===== src/rtl/data_bus_arbiter_if.sv =====
// Bus bundle between the two requesters, the arbiter and the data memory port.
// slave is the arbiter's view; master is the view of the surrounding requesters and memory.
interface data_bus_arbiter_if #(
    parameter int unsigned ADDR_LENGTH = 32,
    parameter int unsigned DATA_LENGTH = 32
);
    logic                   req0;
    logic                   we0;
    logic [ADDR_LENGTH-1:0] addr0;
    logic [DATA_LENGTH-1:0] wdata0;
    logic                   ack0;
    logic [DATA_LENGTH-1:0] rdata0;
    logic                   stall0;

    logic                   req1;
    logic                   we1;
    logic [ADDR_LENGTH-1:0] addr1;
    logic [DATA_LENGTH-1:0] wdata1;
    logic                   ack1;
    logic [DATA_LENGTH-1:0] rdata1;

    logic [ADDR_LENGTH-1:0] mem_addr;
    logic [DATA_LENGTH-1:0] mem_wdata;
    logic                   mem_we;
    logic                   mem_re;
    logic [DATA_LENGTH-1:0] mem_rdata;

    logic                   busy;
    logic                   gnt_id;

    modport slave (
        input  req0, we0, addr0, wdata0,
        input  req1, we1, addr1, wdata1,
        input  mem_rdata,
        output ack0, rdata0, stall0,
        output ack1, rdata1,
        output mem_addr, mem_wdata, mem_we, mem_re,
        output busy, gnt_id
    );

    modport master (
        output req0, we0, addr0, wdata0,
        output req1, we1, addr1, wdata1,
        output mem_rdata,
        input  ack0, rdata0, stall0,
        input  ack1, rdata1,
        input  mem_addr, mem_wdata, mem_we, mem_re,
        input  busy, gnt_id
    );
endinterface


===== src/rtl/data_bus_arbiter.sv =====
// Two-requester arbiter/sequencer for the single synchronous-read data memory port.
// Round-robin by default; define ARB_FIXED_PRIO_EN to give requester 0 fixed priority.
module data_bus_arbiter #(
    parameter int unsigned ADDR_LENGTH = 32,
    parameter int unsigned DATA_LENGTH = 32
) (
    input logic         clk,
    input logic         rst,
    data_bus_arbiter_if.slave bus
);

    typedef enum logic [1:0] {StIdle, StIssue, StResp} state_e;

    state_e                 state_q, state_d;
    logic                   gnt_q, gnt_d;
    logic                   op_we_q, op_we_d;
    logic                   mem_we_q, mem_we_d;
    logic                   mem_re_q, mem_re_d;
    logic [ADDR_LENGTH-1:0] mem_addr_q, mem_addr_d;
    logic [DATA_LENGTH-1:0] mem_wdata_q, mem_wdata_d;
    logic [DATA_LENGTH-1:0] rdata0_q, rdata0_d;
    logic [DATA_LENGTH-1:0] rdata1_q, rdata1_d;
    logic                   pick;
    logic                   resp_rd;

    // pick is only consulted when at least one request is present.
    always_comb begin
`ifdef ARB_FIXED_PRIO_EN
        pick = ~bus.req0;
`else
        if (bus.req0 && bus.req1) begin
            pick = ~gnt_q;
        end else begin
            pick = bus.req1;
        end
`endif
    end

    always_comb begin
        state_d     = state_q;
        gnt_d       = gnt_q;
        op_we_d     = op_we_q;
        mem_we_d    = mem_we_q;
        mem_re_d    = mem_re_q;
        mem_addr_d  = mem_addr_q;
        mem_wdata_d = mem_wdata_q;
        rdata0_d    = rdata0_q;
        rdata1_d    = rdata1_q;
        unique case (state_q)
            StIdle: begin
                if (bus.req0 || bus.req1) begin
                    gnt_d       = pick;
                    op_we_d     = pick ? bus.we1 : bus.we0;
                    mem_addr_d  = pick ? bus.addr1 : bus.addr0;
                    mem_wdata_d = pick ? bus.wdata1 : bus.wdata0;
                    mem_we_d    = op_we_d;
                    mem_re_d    = ~op_we_d;
                    state_d     = StIssue;
                end
            end
            StIssue: begin
                mem_we_d = 1'b0;
                mem_re_d = 1'b0;
                state_d  = StResp;
            end
            StResp: begin
                if (!op_we_q) begin
                    if (gnt_q) begin
                        rdata1_d = bus.mem_rdata;
                    end else begin
                        rdata0_d = bus.mem_rdata;
                    end
                end
                state_d = StIdle;
            end
            default: state_d = StIdle;
        endcase
    end

    always_ff @(posedge clk) begin
        if (rst) begin
            state_q     <= StIdle;
            gnt_q       <= 1'b1;
            op_we_q     <= 1'b0;
            mem_we_q    <= 1'b0;
            mem_re_q    <= 1'b0;
            mem_addr_q  <= '0;
            mem_wdata_q <= '0;
            rdata0_q    <= '0;
            rdata1_q    <= '0;
        end else begin
            state_q     <= state_d;
            gnt_q       <= gnt_d;
            op_we_q     <= op_we_d;
            mem_we_q    <= mem_we_d;
            mem_re_q    <= mem_re_d;
            mem_addr_q  <= mem_addr_d;
            mem_wdata_q <= mem_wdata_d;
            rdata0_q    <= rdata0_d;
            rdata1_q    <= rdata1_d;
        end
    end

    // Read data arrives from the RAM during RESP, so it is forwarded in the ack cycle
    // and held in the rdata registers afterwards.
    assign resp_rd = (state_q == StResp) && !op_we_q;

    assign bus.ack0      = (state_q == StResp) && !gnt_q;
    assign bus.ack1      = (state_q == StResp) && gnt_q;
    assign bus.rdata0    = (resp_rd && !gnt_q) ? bus.mem_rdata : rdata0_q;
    assign bus.rdata1    = (resp_rd && gnt_q) ? bus.mem_rdata : rdata1_q;
    assign bus.stall0    = bus.req0 && !bus.ack0;
    assign bus.mem_addr  = mem_addr_q;
    assign bus.mem_wdata = mem_wdata_q;
    assign bus.mem_we    = mem_we_q;
    assign bus.mem_re    = mem_re_q;
    assign bus.busy      = (state_q != StIdle);
    assign bus.gnt_id    = gnt_q;

endmodule

===== src/flat_wrapper.sv =====
// flat-port wrapper written by rule: the top's interface ports become plain ports
module data_bus_arbiter_flat 
#(
    parameter int unsigned ADDR_LENGTH = 32,
    parameter int unsigned DATA_LENGTH = 32
)
  (clk, rst, bus_req0, bus_we0, bus_addr0, bus_wdata0, bus_req1, bus_we1, bus_addr1, bus_wdata1, bus_mem_rdata, bus_ack0, bus_rdata0, bus_stall0, bus_ack1, bus_rdata1, bus_mem_addr, bus_mem_wdata, bus_mem_we, bus_mem_re, bus_busy, bus_gnt_id);
  data_bus_arbiter_if #(.ADDR_LENGTH(ADDR_LENGTH), .DATA_LENGTH(DATA_LENGTH)) bus_i ();
  input logic clk;
  input logic rst;
  input wire logic [$bits(bus_i.req0)-1:0] bus_req0;
  input wire logic [$bits(bus_i.we0)-1:0] bus_we0;
  input wire logic [$bits(bus_i.addr0)-1:0] bus_addr0;
  input wire logic [$bits(bus_i.wdata0)-1:0] bus_wdata0;
  input wire logic [$bits(bus_i.req1)-1:0] bus_req1;
  input wire logic [$bits(bus_i.we1)-1:0] bus_we1;
  input wire logic [$bits(bus_i.addr1)-1:0] bus_addr1;
  input wire logic [$bits(bus_i.wdata1)-1:0] bus_wdata1;
  input wire logic [$bits(bus_i.mem_rdata)-1:0] bus_mem_rdata;
  output wire logic [$bits(bus_i.ack0)-1:0] bus_ack0;
  output wire logic [$bits(bus_i.rdata0)-1:0] bus_rdata0;
  output wire logic [$bits(bus_i.stall0)-1:0] bus_stall0;
  output wire logic [$bits(bus_i.ack1)-1:0] bus_ack1;
  output wire logic [$bits(bus_i.rdata1)-1:0] bus_rdata1;
  output wire logic [$bits(bus_i.mem_addr)-1:0] bus_mem_addr;
  output wire logic [$bits(bus_i.mem_wdata)-1:0] bus_mem_wdata;
  output wire logic [$bits(bus_i.mem_we)-1:0] bus_mem_we;
  output wire logic [$bits(bus_i.mem_re)-1:0] bus_mem_re;
  output wire logic [$bits(bus_i.busy)-1:0] bus_busy;
  output wire logic [$bits(bus_i.gnt_id)-1:0] bus_gnt_id;
  assign bus_i.req0 = bus_req0;
  assign bus_i.we0 = bus_we0;
  assign bus_i.addr0 = bus_addr0;
  assign bus_i.wdata0 = bus_wdata0;
  assign bus_i.req1 = bus_req1;
  assign bus_i.we1 = bus_we1;
  assign bus_i.addr1 = bus_addr1;
  assign bus_i.wdata1 = bus_wdata1;
  assign bus_i.mem_rdata = bus_mem_rdata;
  assign bus_ack0 = bus_i.ack0;
  assign bus_rdata0 = bus_i.rdata0;
  assign bus_stall0 = bus_i.stall0;
  assign bus_ack1 = bus_i.ack1;
  assign bus_rdata1 = bus_i.rdata1;
  assign bus_mem_addr = bus_i.mem_addr;
  assign bus_mem_wdata = bus_i.mem_wdata;
  assign bus_mem_we = bus_i.mem_we;
  assign bus_mem_re = bus_i.mem_re;
  assign bus_busy = bus_i.busy;
  assign bus_gnt_id = bus_i.gnt_id;
  data_bus_arbiter #(.ADDR_LENGTH(ADDR_LENGTH), .DATA_LENGTH(DATA_LENGTH)) u_core (.clk(clk), .rst(rst), .bus(bus_i));
endmodule

===== config.mk =====
export PLATFORM = sky130hd
export DESIGN_NAME = data_bus_arbiter_flat
export DESIGN_NICKNAME = d
export VERILOG_FILES = /design/src/rtl/data_bus_arbiter_if.sv /design/src/rtl/data_bus_arbiter.sv /design/src/flat_wrapper.sv
export SDC_FILE = /design/constraint.sdc
export NUM_CORES = 1
export LEC_CHECK = 0
export BUFFER_PORTS_ARGS = -buffer_cell sky130_fd_sc_hd__buf_2
export CORE_AREA = 2 2 116 118
export CTS_CLUSTER_SIZE = 16
export DETAILED_ROUTE_END_ITERATION = 8
export DIE_AREA = 0 0 118 120
export GPL_TIMING_DRIVEN = 0
export HOLD_SLACK_MARGIN = 0.03
export PLACE_DENSITY = 0.84
export SYNTH_ARGS = -nofsm -noshare
export SYNTH_HDL_FRONTEND = slang
export SYNTH_SLANG_ARGS = --single-unit

===== constraint.sdc =====
create_clock -name clk -period 1.83 [get_ports clk]
set_input_delay 0.366 -clock clk [delete_from_list [all_inputs] [get_ports clk]]
set_output_delay 0.366 -clock clk [all_outputs]
set_load 0.02 [all_outputs]

==> metrics.cfg <==
[run_status]
outcome=finished, violations left
violations=setup timing

[job]
cap_violations=0

[cts]
cts_buffers=17
cts.htree.levels=4
clk-insertion-delay-late_ps=410
tritoncts=done
clk_path_buf_depth=2
clkSlewWorstSetupHoldPaths_ps=50
cts.root.buffer_cell=clkbuf_16
cts.sinks=134
ctsHoldBuffers=0

[synthesis]
synth_fp_nets=763
synthesis.area_um2=5690
ys_async_sr_fraction=0
synthFlopType=dfxtp_1
yosys_register_bits=134
ys_warn_count=0
synth_sequential_area_ratio=0.472
synth_edf_count=0
netlist_instances=597
synth.distinct_cells=29
synth.avg_cell_area_um2=9.53

[timing]
fin_crit_sh=1.26
finalHoldViolCount=0
max_slew_margin=0.525
tightestPinTransition_ps=713
fmax_mhz=434
fin_skew_ps=5.63
drv_slew=0
finalSetupViolCount=65
setup_ws_ps=-475
grt_setup_unrepaired=true
hold_slack_ps=210
finalCriticalPeriod_ps=2310

[hold_path]
whs_endpoint=u_core.bus.mem_addr[10]
hold_start=bus_addr1[10]
hold_class=in2reg
hold_depth=3

[critical_path]
cp.required_ps=1460
timing.rr.start=u_core.state_q[0]
r2r_setup_slack_ps=-20
crit_path_start_kind=flop
path_max_fanout=10
crit_type=reg2out
r2r_end=u_core.bus.mem_wdata[26]
critPathCaptureType=output port
r2r_cells=8
cp.arrival_ps=1940

[drt]
vias=5568
firstDrtPassIters=4
drt-total-wl_um=18700
drt-wirelength-per-cell_um=16.9
drt_iter0_drc=236
avgViaCountPerCell=5.02
drc=0
ant_nets=0

[power_and_ir_drop]
ir_worst_vdd_mv=0.588
power_mw=8.10
leakagePower_nw=4.08
power_density_nw_per_um2=968

[floorplan]
std_cell_rows=42
dieArea_um2=14200
die_h_um=120
ios=301
initial_core_util=0.438
die_w_um=118
core-area_um2=13000

[layout]
final_cell_mix=280 x buf_2, 132 x nand2_1, 131 x dfxtp_1, 68 x nor2_1, 65 x nor2b_1
layout-drive-gt1-share=0.466
final_area_um2=8370
fillCellCount=1082
final_common_cell=buf_2
nets=1087
area_growth_pct=47.3

[placement]
io_buffers=299
dpl.hpwl_um=13500
place_congestion=0.931
placement.cell_area_um2=7430
pre_cts_ws_ps=-197

[global_routing]
grt_overflow=0
antenna_found_initial=2
grt_first_pass_wirelength_um=28500
grtUsageTotal=0.259
grt_max_degree=17
grt_pass1_vias=5709

-- flip-flops by register name (all words and copies together) (netlist names) --
name	count
u_core.bus.gnt_id	1
u_core.state_q	2
u_core.rdata1_q	32
u_core.rdata0_q	32
u_core.op_we_q	1
u_core.bus.mem_addr	32
u_core.bus.mem_re	1
u_core.bus.mem_wdata	32
u_core.bus.mem_we	1
-- where the power goes --
part	total, mW	switching [mW]	internal, mW
Sequential	3.24	0.106	3.13
Clock	3.25	1.19	2.07
Combinational	1.62	0.951	0.664
-- synth_stat cells (2+ instances only) --
cell | instances | area (µm²)
mux2_4 | 37 | 556
dfxtp_1 | 134 | 2680
nor2b_1 | 65 | 407
nand2_1 | 132 | 495
buf_6 | 7 | 78.8
buf_1 | 2 | 7.51
clkbuf_1 | 20 | 75.1
nor2_1 | 68 | 255
and2b_1 | 3 | 22.5
o21ai_0 | 2 | 10.0
buf_2 | 17 | 85.1
a311oi_1 | 64 | 561
buf_4 | 5 | 37.5
mux2_2 | 26 | 293
-- cells by family after synthesis --
group | share of synthesized area
AO/OA/AOI/OAI | 0.108
buffers and inverters | 0.0506
flip-flops | 0.472
multiplexers | 0.153
AND/OR/NAND/NOR | 0.216
-- what timing repair did --
action | CTS | global route
buffers inserted | 6 | 0
endpoints found under the setup margin | 64 | 126
gates resized for setup | 78 | 29
pin swaps | 1 | 0
-- worst max-delay path by stage --
stage	cells past startpoint	slack (ps)	startpoint	to
2_1_floorplan	5	-40	u_core.bus.gnt_id	bus_rdata0[11]
3_3_place_gp	4	-190	rst	u_core.bus.mem_wdata[19]
3_5_place_dp	4	-200	rst	u_core.bus.mem_addr[19]
4_1_cts	6	-510	u_core.bus.gnt_id	bus_rdata0[17]
5_1_grt	6	-550	u_core.state_q[1]	bus_rdata0[20]
6_report	6	-480	u_core.state_q[0]	bus_rdata1[7]
-- layer usage --
metal	wire [µm]	GRT usage	vias to the layer above
li1	-	-	2686
met1	6990	0.263	2610
met2	9680	0.469	224
met3	1400	0.0894	48
met4	668	0.139	0
met5	0	0	-
-- worst max-delay path: stages (launching register included) --
cell	delay, ps
dfxtp_4	360
and3b_2	240
nor2b_4	150
buf_8	140
buf_12	150
mux2_4	320
buf_2	160
-- stage by stage --
stage / cells / setup TNS [ps] / util
after floorplan: 597 / -782 / -
after global placement: 1072 / -16150 / 0.573
after detailed placement: 1072 / -16710 / 0.573
after CTS: 1108 / -30420 / 0.639
after global routing: 1110 / -34710 / 0.645
final: 1110 / -28570 / 0.645
-- final cells by class --
| class | instances | area, µm² | area share |
|---|---|---|---|
| diodes | 2 | 5.00 | 0.000598 |
| repair buffers | 305 | 1760 | 0.211 |
| clock inverters | 3 | 40.0 | 0.00478 |
| flip-flops and latches | 134 | 2690 | 0.321 |
| well taps | 176 | 220 | 0.0263 |
| clock buffers | 27 | 523 | 0.0625 |
| plain buffers | 51 | 347 | 0.0414 |
| inverters | 1 | 3.75 | 0.000448 |
| multi-input cells | 411 | 2780 | 0.332 |
Power figures use the tool's default switching activity.
